**config.mk**
```make
export PLATFORM = sky130hd
export DESIGN_NAME = parallel_serial_cond
export DESIGN_NICKNAME = d
export VERILOG_FILES = /design/src/rtl/parallel_serial_cond_pkg.sv /design/src/rtl/parallel_serial_cond.sv
export SDC_FILE = /design/constraint.sdc
export NUM_CORES = 1
export LEC_CHECK = 0
export BUFFER_PORTS_ARGS = -buffer_cell sky130_fd_sc_hd__buf_2
export CAP_MARGIN = 20
export CORE_ASPECT_RATIO = 0.75
export CORE_MARGIN = 2
export CORE_UTILIZATION = 28
export DETAILED_ROUTE_END_ITERATION = 12
export MAX_ROUTING_LAYER = met4
export PLACE_DENSITY = 0.47
export SLEW_MARGIN = 20
export SYNTH_ARGS = -nofsm -noshare
export SYNTH_HDL_FRONTEND = slang
export SYNTH_SLANG_ARGS = --single-unit
```
**constraint.sdc**
```tcl
create_clock -name CLK -period 1.5 [get_ports CLK]
set_input_delay 0.15 -clock CLK [delete_from_list [all_inputs] [get_ports CLK]]
set_output_delay 0.15 -clock CLK [all_outputs]
set_load 0.01 [all_outputs]
```
**src/rtl/parallel_serial_cond_pkg.sv**
```systemverilog
// Link-level constants and state encoding shared by the transmitter and the
// serial-to-parallel receiver at the far end of the link.
package parallel_serial_cond_pkg;

  localparam int         LINK_WIDTH = 8;
  localparam logic [7:0] LINK_COMMA = 8'hBC;

  typedef enum logic {
    SYNC = 1'b0,
    DATA = 1'b1
  } state_t;

endpackage

```
**src/rtl/parallel_serial_cond.sv**
```systemverilog
// Comma-aligned serial transmitter: loads one parallel word every WIDTH clocks
// and shifts it out MSB-first. A comma burst is sent after reset, and a comma
// fills any word slot for which no data word is offered.
//
//   state | meaning
//   ------+-----------------------------------------------------------
//   SYNC  | post-reset comma burst; data words are not accepted
//   DATA  | send the offered word at each load edge, else comma fill
module parallel_serial_cond
  import parallel_serial_cond_pkg::*;
#(
  parameter int               WIDTH      = LINK_WIDTH,
  parameter logic [WIDTH-1:0] COMMA      = WIDTH'(LINK_COMMA),
  parameter int               SYNC_WORDS = 1
) (
  input  logic             CLK,
  input  logic             RESET,
  input  logic [WIDTH-1:0] DATA_IN,
  input  logic             VALID_IN,
  output logic             READY_OUT,
  output logic             DATA_OUT,
  output logic             FRAME_OUT,
  output logic             SYNCED_OUT
);

  localparam int BW = (WIDTH > 1) ? $clog2(WIDTH) : 1;
  localparam int CW = (SYNC_WORDS > 1) ? $clog2(SYNC_WORDS) : 1;

  localparam logic [BW-1:0] BIT_LAST  = BW'(WIDTH - 1);
  localparam logic [CW-1:0] SYNC_LAST = CW'(SYNC_WORDS - 1);

  state_t           r_state;
  state_t           w_state_nxt;
  logic [CW-1:0]    r_sync_cnt;
  logic [CW-1:0]    w_sync_cnt_nxt;
  logic [BW-1:0]    r_bit_cnt;
  logic [WIDTH-1:0] r_shreg;
  logic             r_data_out;
  logic             r_frame;
  logic             w_load;
  logic [WIDTH-1:0] w_word;

  // A word boundary is reached when the last bit of the current word is out.
  assign w_load = (r_bit_cnt == BIT_LAST);

  // State register and sync-burst counter.
  always_ff @(posedge CLK or posedge RESET) begin
    if (RESET) begin
      r_state    <= SYNC;
      r_sync_cnt <= '0;
    end else begin
      r_state    <= w_state_nxt;
      r_sync_cnt <= w_sync_cnt_nxt;
    end
  end

  // Next state and word selection at a load edge; comma is the default word.
  always_comb begin
    w_state_nxt    = r_state;
    w_sync_cnt_nxt = r_sync_cnt;
    w_word         = COMMA;
    if (w_load) begin
      if (r_state == SYNC) begin
        w_sync_cnt_nxt = r_sync_cnt + CW'(1);
        if (r_sync_cnt == SYNC_LAST) begin
          w_state_nxt = DATA;
        end
      end else if (VALID_IN) begin
        w_word = DATA_IN;
      end
    end
  end

  // Serializer: load the selected word on a boundary, otherwise shift left.
  always_ff @(posedge CLK or posedge RESET) begin
    if (RESET) begin
      r_bit_cnt  <= BIT_LAST;
      r_shreg    <= '0;
      r_data_out <= 1'b0;
      r_frame    <= 1'b0;
    end else if (w_load) begin
      r_bit_cnt  <= '0;
      r_shreg    <= {w_word[WIDTH-2:0], 1'b0};
      r_data_out <= w_word[WIDTH-1];
      r_frame    <= 1'b1;
    end else begin
      r_bit_cnt  <= r_bit_cnt + BW'(1);
      r_shreg    <= {r_shreg[WIDTH-2:0], 1'b0};
      r_data_out <= r_shreg[WIDTH-1];
      r_frame    <= 1'b0;
    end
  end

  // Handshake and status are decoded from registers only, so the source sees
  // no combinational path from VALID_IN back to READY_OUT.
  assign READY_OUT  = (r_state == DATA) && w_load;
  assign SYNCED_OUT = (r_state == DATA);
  assign DATA_OUT   = r_data_out;
  assign FRAME_OUT  = r_frame;

endmodule
```
==> results.cfg, run 1 <==
[power]
netSwitchingPower_w = 0.0001341
power.ir.vdd_worst_uv = 440.7
combinationalPowerShare_pct = 6.0
p_int_w = 0.0005084
leakagePower_nw = 0.3873
power.share.switching_pct = 20.87
seq_power_share_pct = 60.6
p_clk_share_pct = 33.4
pwr_density_cell_nw_per_um2 = 858.7

[sta]
final_hold_viol_count = 0
worst_pin_slew_ns = 0.5186
final_min_period_over_clock_period_pct = 98.63
remaining_max_slew_budget_at_the_tightest_pin_pct = 65.39
finalClockSkew_ns = 0.005849
final_setup_violations = 0
timing.final.crit_period_ns = 1.480
grt_setup_unrepaired = yes
postLayoutSetupSlackWorst_ns = 0.02048
finalMaxSlewViolations = 0
max_freq_mhz = 675.9
timing.setup.tns_ns = 0

[yosys]
yosys.cell_count.top_type = sky130_fd_sc_hd__dfrtp_1
synth_top_cell_area_share_pct = 48.14
synth_area_leaders = sky130_fd_sc_hd__dfrtp_1 48%, sky130_fd_sc_hd__dfstp_2 14%, sky130_fd_sc_hd__ha_1 6.6%
ys_async_sr_fraction_pct = 100.0
yosysUniqueCellTypes = 15
netlist.top_cell.by_area = sky130_fd_sc_hd__dfrtp_1
synth_nets = 63
synth_seq_area_share_pct = 61.93
synth_enable_flop_cells = 0
yosys_warnings = 0
synthesis.instances = 49
netlist_top_cells_count = 11 x sky130_fd_sc_hd__dfrtp_1, 9 x sky130_fd_sc_hd__inv_1, 6 x sky130_fd_sc_hd__nor2_1, 5 x sky130_fd_sc_hd__a31oi_1
cell_area_after_synthesis_um2 = 571.8
register_bit_total_from_synthesis = 14
avgSynthCellArea_um2 = 11.67
synth_ff_type = sky130_fd_sc_hd__dfrtp_1

[critical_path]
worstSetupPathType = reg -> out
timing.critical_path.to_type = output pin
worstSetupStartpointType = flip-flop
path_max_fanout = 2
arrival_ns = 1.33
critPathRequiredTime_ns = 1.35

[clock_network]
cts-root-buf = sky130_fd_sc_hd__clkbuf_4
clock_insertion_delay_at_the_later_pin_of_the_skew_report_ns = 0.27
ctsHtreeMaxLevel = 1
tritoncts_clock_tree = done
cts.path.max_buffers = 2
clock_buffer_count_from_cts = 3
clock_input_transition_at_the_sequential_cells_of_the_worst_setup_and_hold_paths_ns = 0.08
cts.sinks = 14

[placement]
placed_cells = 87
gp_congestion = 0.6850
numPortBuffers = 14
dp_worst_setup_slack_ns = 0.09565
dp_hpwl_um = 718.3

[global_route]
grt.busiest_layer = met2
global_route.usage.met1_pct = 12.24
first_pass_grt_wire_length_mm = 1.683
pin_count_of_the_biggest_net_entering_global_routing = 15
use_met2_pct = 12.71
grt_use_met3_pct = 6.707
grt_pass1_vias = 372
number_of_antenna_violations_at_the_first_check_in_global_routing = 0
grt_use_total_pct = 9.825
grt-ovfl-total = 0

[floorplan]
core.rowCount = 14
die_area_um2 = 2423
ios = 15
initial_core_utilization_pct = 29.15
die_w_um = 56.18
floorplan_die_height_um = 43.14
design.core.area_um2 = 1962

[layout]
n_fill_cell = 208
layout-drive-gt1-share_pct = 41.43
nNetsFinal = 85
flow.area_growth_from_synthesis_pct = 30.85
antenna_cells_inserted = 0
layout.cells.non_filler = 94

[outcome]
run_status = completed

[detailed_routing]
count_of_vias_placed_by_the_detailed_router = 385
drt-wirelength-per-cell_um = 10.21
drc = 0
detail_route.wirelength_um = 960
drt_first_pass_iters = 2
viasPerCell = 4.096
ant_nets = 0
drt_first_iter_violations = 1

[run]
max-cap-violations = 0

[hold_path]
worst_hold_path_type = in -> reg
[critical path: stages, from the launching register on]
cell and delay [ns]:
sky130_fd_sc_hd__dfstp_2 0.56, sky130_fd_sc_hd__ha_4 0.15, sky130_fd_sc_hd__ha_4 0.12, sky130_fd_sc_hd__and2_4 0.14, sky130_fd_sc_hd__buf_6 0.09
[metal layers]
layer,up-vias,wire [um]
met5,-,0
li1,198,-
met3,0,103
met1,173,475
met4,0,0
met2,14,381
[layout by cell type, fill, tap and decap left out]
master	instances
sky130_fd_sc_hd__ha_4	2
sky130_fd_sc_hd__clkbuf_4	3
sky130_fd_sc_hd__nand4_1	2
sky130_fd_sc_hd__ha_1	1
sky130_fd_sc_hd__buf_6	1
sky130_fd_sc_hd__buf_4	4
sky130_fd_sc_hd__a31oi_1	5
sky130_fd_sc_hd__and3_1	1
sky130_fd_sc_hd__inv_1	9
sky130_fd_sc_hd__o21ai_1	2
sky130_fd_sc_hd__nor2_1	6
sky130_fd_sc_hd__and2b_1	1
sky130_fd_sc_hd__and2_4	2
sky130_fd_sc_hd__dfstp_2	3
sky130_fd_sc_hd__dlygate4sd3_1	1
sky130_fd_sc_hd__buf_2	13
sky130_fd_sc_hd__xnor2_1	1
sky130_fd_sc_hd__a21o_2	1
sky130_fd_sc_hd__clkbuf_1	1
sky130_fd_sc_hd__dfrtp_1	11
[power groups by stage]
stage | logic (W) | clock network, W | registers, W
after CTS | 0.0000403 | 0.000225 | 0.000389
after detailed placement | 0.0000382 | 0 | 0.000396
after global placement | 0.0000388 | 0 | 0.000396
after floorplan | 0.0000184 | 0 | 0.000397
final | 0.0000387 | 0.000215 | 0.000389
after global routing | 0.0000452 | 0.000243 | 0.000390
[timing repair]
action                     in CTS  in global routing
pin swaps                       2                  2
hold endpoints to repair       11                  0
gates resized for setup         5                  1
setup endpoints to repair       1                  1
hold buffers                    1                  0
setup buffers                   2                  0
[cells by family (layout without fill, tap and decap cells)]
group | after synthesis | in the layout | share of synthesized area, %
DFF | 14 | 14 | 61.93
xor gates and xnor gates | 1 | 1 | 1.532
and+or+nand+nor | 12 | 12 | 11.38
buffers and inverters | 11 | 32 | 9.846
AOI/OAI and AO/OA | 8 | 8 | 8.753
adders and majority gates | 3 | 3 | 6.565
[worst paths after layout]
| check | start | end | slack (ns) | cells past startpoint |
|---|---|---|---|---|
| worst max-delay path | r_bit_cnt[0] | READY_OUT | 0.02 | 4 |
| min in group asynchronous | RESET | SYNCED_OUT | 0.44 | 3 |
| worst max register to register | r_bit_cnt[0] | r_shreg[2] | 0.12 | 6 |
| max in group asynchronous | RESET | r_bit_cnt[2] | 0.69 | 3 |
| worst min register to register | r_shreg[1] | r_shreg[2] | 0.49 | 2 |
| worst min-delay path | DATA_IN[5] | r_shreg[6] | 0.10 | 3 |
[final cells by class]
cell class | instances | area [um2] | share of cell area, %
inverter | 9 | 33.78 | 4.515
multi-input combinational | 24 | 187.7 | 25.08
tap | 24 | 30.03 | 4.013
sequential | 14 | 354.1 | 47.32
timing repair buffer | 19 | 116.4 | 15.55
clock buffer | 4 | 26.28 | 3.512
[sequential cells by signal (all words and copies together), names as in the netlist]
| register | count |
|---|---|
| r_shreg | 7 |
| r_bit_cnt | 3 |
| DATA_OUT | 1 |
| FRAME_OUT | 1 |
| SYNCED_OUT | 1 |
| r_sync_cnt | 1 |
[through the flow]
stage | utilization (%) | total power (W) | instance area (um2) | hold slack (ns)
global placement | 33.86 | 0.0004352 | 664.4 | 0.2190
floorplan | - | 0.0004151 | 571.8 | 0.03707
CTS | 38.07 | 0.0006547 | 747.0 | 0.09984
detailed placement | 33.86 | 0.0004345 | 664.4 | 0.2154
global route | 38.14 | 0.0006784 | 748.2 | 0.1044
finish | 38.14 | 0.0006425 | 748.2 | 0.1031
(Power assumes the default switching activity.)
==> run 2, diff against run 1 <==
- CELL_PAD_IN_SITES_DETAIL_PLACEMENT: not set -> 0
- CELL_PAD_IN_SITES_GLOBAL_PLACEMENT: not set -> 1
- CTS_BUF_LIST: not set -> sky130_fd_sc_hd__clkbuf_8
- PLACE_DENSITY: 0.47 -> 0.57
==> run 2 against run 1 <==
- clock-buffer cell count down 1
- core utilization up 0.51 points
- highest routed layer is now met4
- global-route usage down 0.33 points
- critical path type unchanged
- first-iteration DRC count unchanged
- sequential power about the same
- clock power up 41%
- cell count down 1.1%
- non-clock buffer count down 1
- critical path depth unchanged
- die area unchanged
- design area up 1.3%
- register-to-register slack better by 0.02 ns
- critical endpoint unchanged
==> results.cfg, run 2 (synthesis gave the netlist of run 1 again) <==
[floorplan]
ios = 15
design.core.area_um2 = 1962
core.rowCount = 14
die_area_um2 = 2423
initial_core_utilization_pct = 29.15
floorplan_die_height_um = 43.14
die_w_um = 56.18

[critical_path]
critical_path.slowest_cell = sky130_fd_sc_hd__dfstp_2
worstSetupPathType = reg -> out
crit_path_cell_trace = ha_4, ha_4, and2_2, buf_6
arrival_ns = 1.29
path_max_fanout = 2
path_common_cell = sky130_fd_sc_hd__ha_4
worstSetupStartpointType = flip-flop
critPathTopFamily = flip-flops
slowest_delay_ns = 0.55
timing.critical_path.to_type = output pin
critPathRequiredTime_ns = 1.35
crit_buf_inv = 1

[outcome]
run_status = completed

[hold_path]
worst_hold_path_type = in -> reg

[sta]
max_freq_mhz = 693.8
worst_pin_slew_ns = 0.5170
remaining_max_slew_budget_at_the_tightest_pin_pct = 65.50
timing.final.crit_period_ns = 1.441
final_hold_viol_count = 0
finalMaxSlewViolations = 0
final_setup_violations = 0
timing.setup.tns_ns = 0
postLayoutSetupSlackWorst_ns = 0.05867
grt_setup_unrepaired = no
finalClockSkew_ns = 0.005234
final_min_period_over_clock_period_pct = 96.09

[power]
seq_power_share_pct = 53.3
combinationalPowerShare_pct = 5.4
netSwitchingPower_w = 0.0001457
power.ir.vdd_worst_uv = 817.9
power.share.switching_pct = 19.89
p_clk_share_pct = 41.3
p_int_w = 0.0005868
leakagePower_nw = 0.3932
pwr_density_cell_nw_per_um2 = 966.1

[global_route]
first_pass_grt_wire_length_mm = 1.628
number_of_antenna_violations_at_the_first_check_in_global_routing = 0
grt_pass1_vias = 395
pin_count_of_the_biggest_net_entering_global_routing = 15
grt_use_total_pct = 9.495
grt-ovfl-total = 0

[detailed_routing]
ant_nets = 0
drc = 0
drt_first_iter_violations = 1
detail_route.wirelength_um = 974
count_of_vias_placed_by_the_detailed_router = 398
viasPerCell = 4.280
drt_first_pass_iters = 2
drt-wirelength-per-cell_um = 10.47

[layout]
nNetsFinal = 84
layout.cells.most_common_list = 13 x sky130_fd_sc_hd__buf_2, 11 x sky130_fd_sc_hd__dfrtp_1, 10 x sky130_fd_sc_hd__inv_1
antenna_cells_inserted = 0
layout.cells.non_filler = 93
largestRegisters = r_shreg x7, r_bit_cnt x3
finish.utilization_pct = 38.65
regMostFlops = r_shreg
layout.cells.most_common = sky130_fd_sc_hd__buf_2
layout-drive-gt1-share_pct = 40.58
largest_register_ffs = 7
flow.area_growth_from_synthesis_pct = 32.60
n_fill_cell = 202

[clock_network]
tritoncts_clock_tree = done
clock_buffer_count_from_cts = 3
cts-root-buf = sky130_fd_sc_hd__clkbuf_8
clock_input_transition_at_the_sequential_cells_of_the_worst_setup_and_hold_paths_ns = 0.06
clock_insertion_delay_at_the_later_pin_of_the_skew_report_ns = 0.24
ctsHtreeMaxLevel = 1
cts.path.max_buffers = 2
cts.sinks = 14

[placement]
dp_hpwl_um = 729.6
numPortBuffers = 14
gp_congestion = 0.6643
placed_cells = 87
dp_worst_setup_slack_ns = 0.1074

[run]
max-cap-violations = 0
run 2: cell type report:
class / instances / area, um2 / area share, %
sequential: 14 / 354.1 / 46.70
multi-input combinational: 24 / 186.4 / 24.59
timing repair buffer: 18 / 108.9 / 14.36
clock buffer: 3 / 41.29 / 5.446
inverter: 9 / 33.78 / 4.455
tap: 24 / 30.03 / 3.960
clock inverter: 1 / 3.754 / 0.4950
run 2: power groups by stage:
stage | logic (W) | clock network [W] | registers, W
2_1_floorplan | 0.0000184 | 0 | 0.000397
5_1_grt | 0.0000453 | 0.000330 | 0.000391
3_3_place_gp | 0.0000384 | 0 | 0.000396
3_5_place_dp | 0.0000388 | 0 | 0.000397
6_report | 0.0000393 | 0.000303 | 0.000390
4_1_cts | 0.0000410 | 0.000316 | 0.000390
run 2: repair_timing:
action | 4_1_cts | 5_1_grt
hold buffers | 1 | 0
buffers inserted | 1 | 0
endpoints found under the setup margin | 1 | 1
gates resized for setup | 4 | 1
pin swaps | 1 | 1
hold endpoints to repair | 11 | 0
run 2: tightest hold or removal path: stages:
cell                      delay, ns
sky130_fd_sc_hd__buf_2         0.10
sky130_fd_sc_hd__inv_1         0.04
sky130_fd_sc_hd__a31oi_1       0.06
run 2: worst paths after layout:
path / cells after the start / slack, ns / from / endpoint
setup / recovery: 4 / 0.06 / r_bit_cnt[0] / READY_OUT
min in group asynchronous: 3 / 0.48 / RESET / r_shreg[5]
setup reg to reg: 6 / 0.14 / r_bit_cnt[0] / r_shreg[3]
hold / removal: 3 / 0.15 / DATA_IN[5] / r_shreg[6]
max in group asynchronous: 3 / 0.65 / RESET / r_bit_cnt[1]
hold reg to reg: 2 / 0.49 / r_shreg[1] / r_shreg[2]
run 2: through the flow:
stage	power, W	hold slack, ns	instance area [um2]
6_report	0.0007325	0.1478	758.2
5_1_grt	0.0007669	0.1604	758.2
4_1_cts	0.0007479	0.1468	748.2
3_5_place_dp	0.0004357	0.2158	664.4
3_3_place_gp	0.0004349	0.2158	664.4
2_1_floorplan	0.0004151	0.03707	571.8
run 2: routing by layer:
layer	vias to the layer above	global-route usage (%)	share of wire, %
met3	2	5.488	7.4
met1	187	10.92	46
li1	197	-	-
met5	-	-	0
met2	12	14.12	46
met4	0	2.857	0.41
==> run 3, diff against run 2 <==
- CTS_CLUSTER_SIZE: not set -> 20
- clock period: 1.5 -> 1.6 ns (I/O delays scaled with it)
==> run 3 against run 2 <==
- sequential share of layout area rose by 1.5 points
- worst setup slack improved by 0.013 ns
- critical endpoint unchanged
- critical path type unchanged
- via count fell by 2.8%
- sequential power fell by 6.2%
==> results.cfg, run 3 (synthesis gave the netlist of run 1 again) <==
[outcome]
run_status = completed

[global_route]
number_of_antenna_violations_at_the_first_check_in_global_routing = 0
grt_pass1_vias = 393
grt-ovfl-total = 0
grt_use_total_pct = 9.428
first_pass_grt_wire_length_mm = 1.614
pin_count_of_the_biggest_net_entering_global_routing = 15

[clock_network]
cts.sinks = 14
ctsHtreeMaxLevel = 1
clock_input_transition_at_the_sequential_cells_of_the_worst_setup_and_hold_paths_ns = 0.06
clock_insertion_delay_at_the_later_pin_of_the_skew_report_ns = 0.24
cts-root-buf = sky130_fd_sc_hd__clkbuf_8
clock_buffer_count_from_cts = 3
tritoncts_clock_tree = done
cts.path.max_buffers = 2

[detailed_routing]
count_of_vias_placed_by_the_detailed_router = 387
viasPerCell = 4.207
drt_first_pass_iters = 4
drt-wirelength-per-cell_um = 10.34
drc = 0
detail_route.wirelength_um = 951
drt_first_iter_violations = 4
ant_nets = 0

[floorplan]
design.core.area_um2 = 1962
ios = 15
die_w_um = 56.18
core.rowCount = 14
initial_core_utilization_pct = 29.15
die_area_um2 = 2423
floorplan_die_height_um = 43.14

[layout]
regMostFlops = r_shreg
largest_register_ffs = 7
area.sequential_um2 = 354.1
layout.cells.non_filler = 92
layout-drive-gt1-share_pct = 39.71
layout.cells.most_common = sky130_fd_sc_hd__buf_2
multiInputGateArea_um2 = 176.4
n_fill_cell = 207
layout.cells.most_common_list = 14 x sky130_fd_sc_hd__buf_2, 11 x sky130_fd_sc_hd__dfrtp_1, 10 x sky130_fd_sc_hd__inv_1
antenna_cells_inserted = 0
largestRegisters = r_shreg x7, r_bit_cnt x3
nNetsFinal = 83
final_area_um2 = 734.5
flow.area_growth_from_synthesis_pct = 28.45

[sta]
final_min_period_over_clock_period_pct = 95.52
timing.setup.tns_ns = 0
worst_pin_slew_ns = 0.5065
final_hold_viol_count = 0
final_setup_violations = 0
remaining_max_slew_budget_at_the_tightest_pin_pct = 66.19
max_freq_mhz = 654.3
grt_setup_unrepaired = no
fin_hold_ws_ns = 0.1599
timing.final.crit_period_ns = 1.528
finalMaxSlewViolations = 0
finalClockSkew_ns = 0.004094

[placement]
placed_cells = 87
numPortBuffers = 14
gp_congestion = 0.6643
dp_hpwl_um = 729.6
post_dp_cell_area_um2 = 664.4

[critical_path]
crit_path_cell_trace = ha_2, ha_4, and2_2, buf_2
critPathRequiredTime_ns = 1.44
worstSetupStartpointType = flip-flop
arrival_ns = 1.37
slowest_delay_ns = 0.53
critPathTopFamily = flip-flops
timing.critical_path.to_type = output pin
critical_path.slowest_cell = sky130_fd_sc_hd__dfstp_2
path_max_fanout = 5
worstSetupPathType = reg -> out
crit_buf_inv = 1

[power]
tot_pwr_w = 0.0006840
power.ir.vdd_worst_uv = 763.8
pwr_density_cell_nw_per_um2 = 931.3
leakagePower_nw = 0.3851

[run]
max-cap-violations = 0

[hold_path]
worst_hold_path_type = in -> reg
## run 3: cell count changes in the layout (fill, tap and decap cells not counted)
cell | previous run | this run
sky130_fd_sc_hd__ha_2 | 0 | 1
sky130_fd_sc_hd__buf_4 | 3 | 2
sky130_fd_sc_hd__buf_6 | 1 | 0
sky130_fd_sc_hd__ha_4 | 2 | 1
sky130_fd_sc_hd__buf_2 | 13 | 14
## run 3: path summary, 6_finish.rpt
check / startpoint / end / slack, ns / cells after the start
min: DATA_IN[5] / r_shreg[6] / 0.16 / 3
min reg2reg: r_shreg[1] / r_shreg[2] / 0.49 / 2
min in group asynchronous: RESET / r_shreg[5] / 0.49 / 3
max reg2reg: r_bit_cnt[0] / r_shreg[3] / 0.28 / 5
max in group asynchronous: RESET / r_bit_cnt[1] / 0.75 / 3
max: r_bit_cnt[0] / READY_OUT / 0.07 / 4
## run 3: layer usage
metal	GRT usage, %	wire length, um	up-vias
li1	-	-	196
met1	10.73	426	178
met2	14.12	446	11
met3	5.488	74	2
met4	2.857	4	0
met5	-	0	-
## run 3: area by class of cell
| class | count | area share (%) |
|---|---|---|
| sequential | 14 | 48.21 |
| multi-input combinational | 24 | 24.02 |
| timing repair buffer | 17 | 12.95 |
| clock buffer | 3 | 5.622 |
| inverter | 9 | 4.600 |
| tap | 24 | 4.089 |
| clock inverter | 1 | 0.5111 |
## run 3: power breakdown
group / internal (W) / leakage, nW / switching [W]
clock: 0.000169 / 0.0269 / 0.000112
sequential: 0.000364 / 0.157 / 0.00000243
combinational: 0.0000175 / 0.201 / 0.0000191
total: 0.000550 / 0.385 / 0.000134
## run 3: tightest hold or removal path: stages
cell and delay [ns]:
sky130_fd_sc_hd__buf_2 0.10, sky130_fd_sc_hd__inv_1 0.04, sky130_fd_sc_hd__a31oi_1 0.06
## run 3: what timing repair did
action                                  4_1_cts  5_1_grt
gates cloned                                  0        0
buffers inserted                              0        0
hold buffers                                  1        0
hold endpoints to repair                     11        0
gates resized for setup                       1        2
endpoints found under the setup margin        1        1
## run 3: stage by stage
step | utilization [%] | setup WS, ns
4_1_cts | 36.80 | 0.01769
3_3_place_gp | 33.86 | 0.2543
5_1_grt | 37.44 | 0.01558
3_5_place_dp | 33.86 | 0.2074
6_report | 37.44 | 0.07162
2_1_floorplan | - | 0.2295
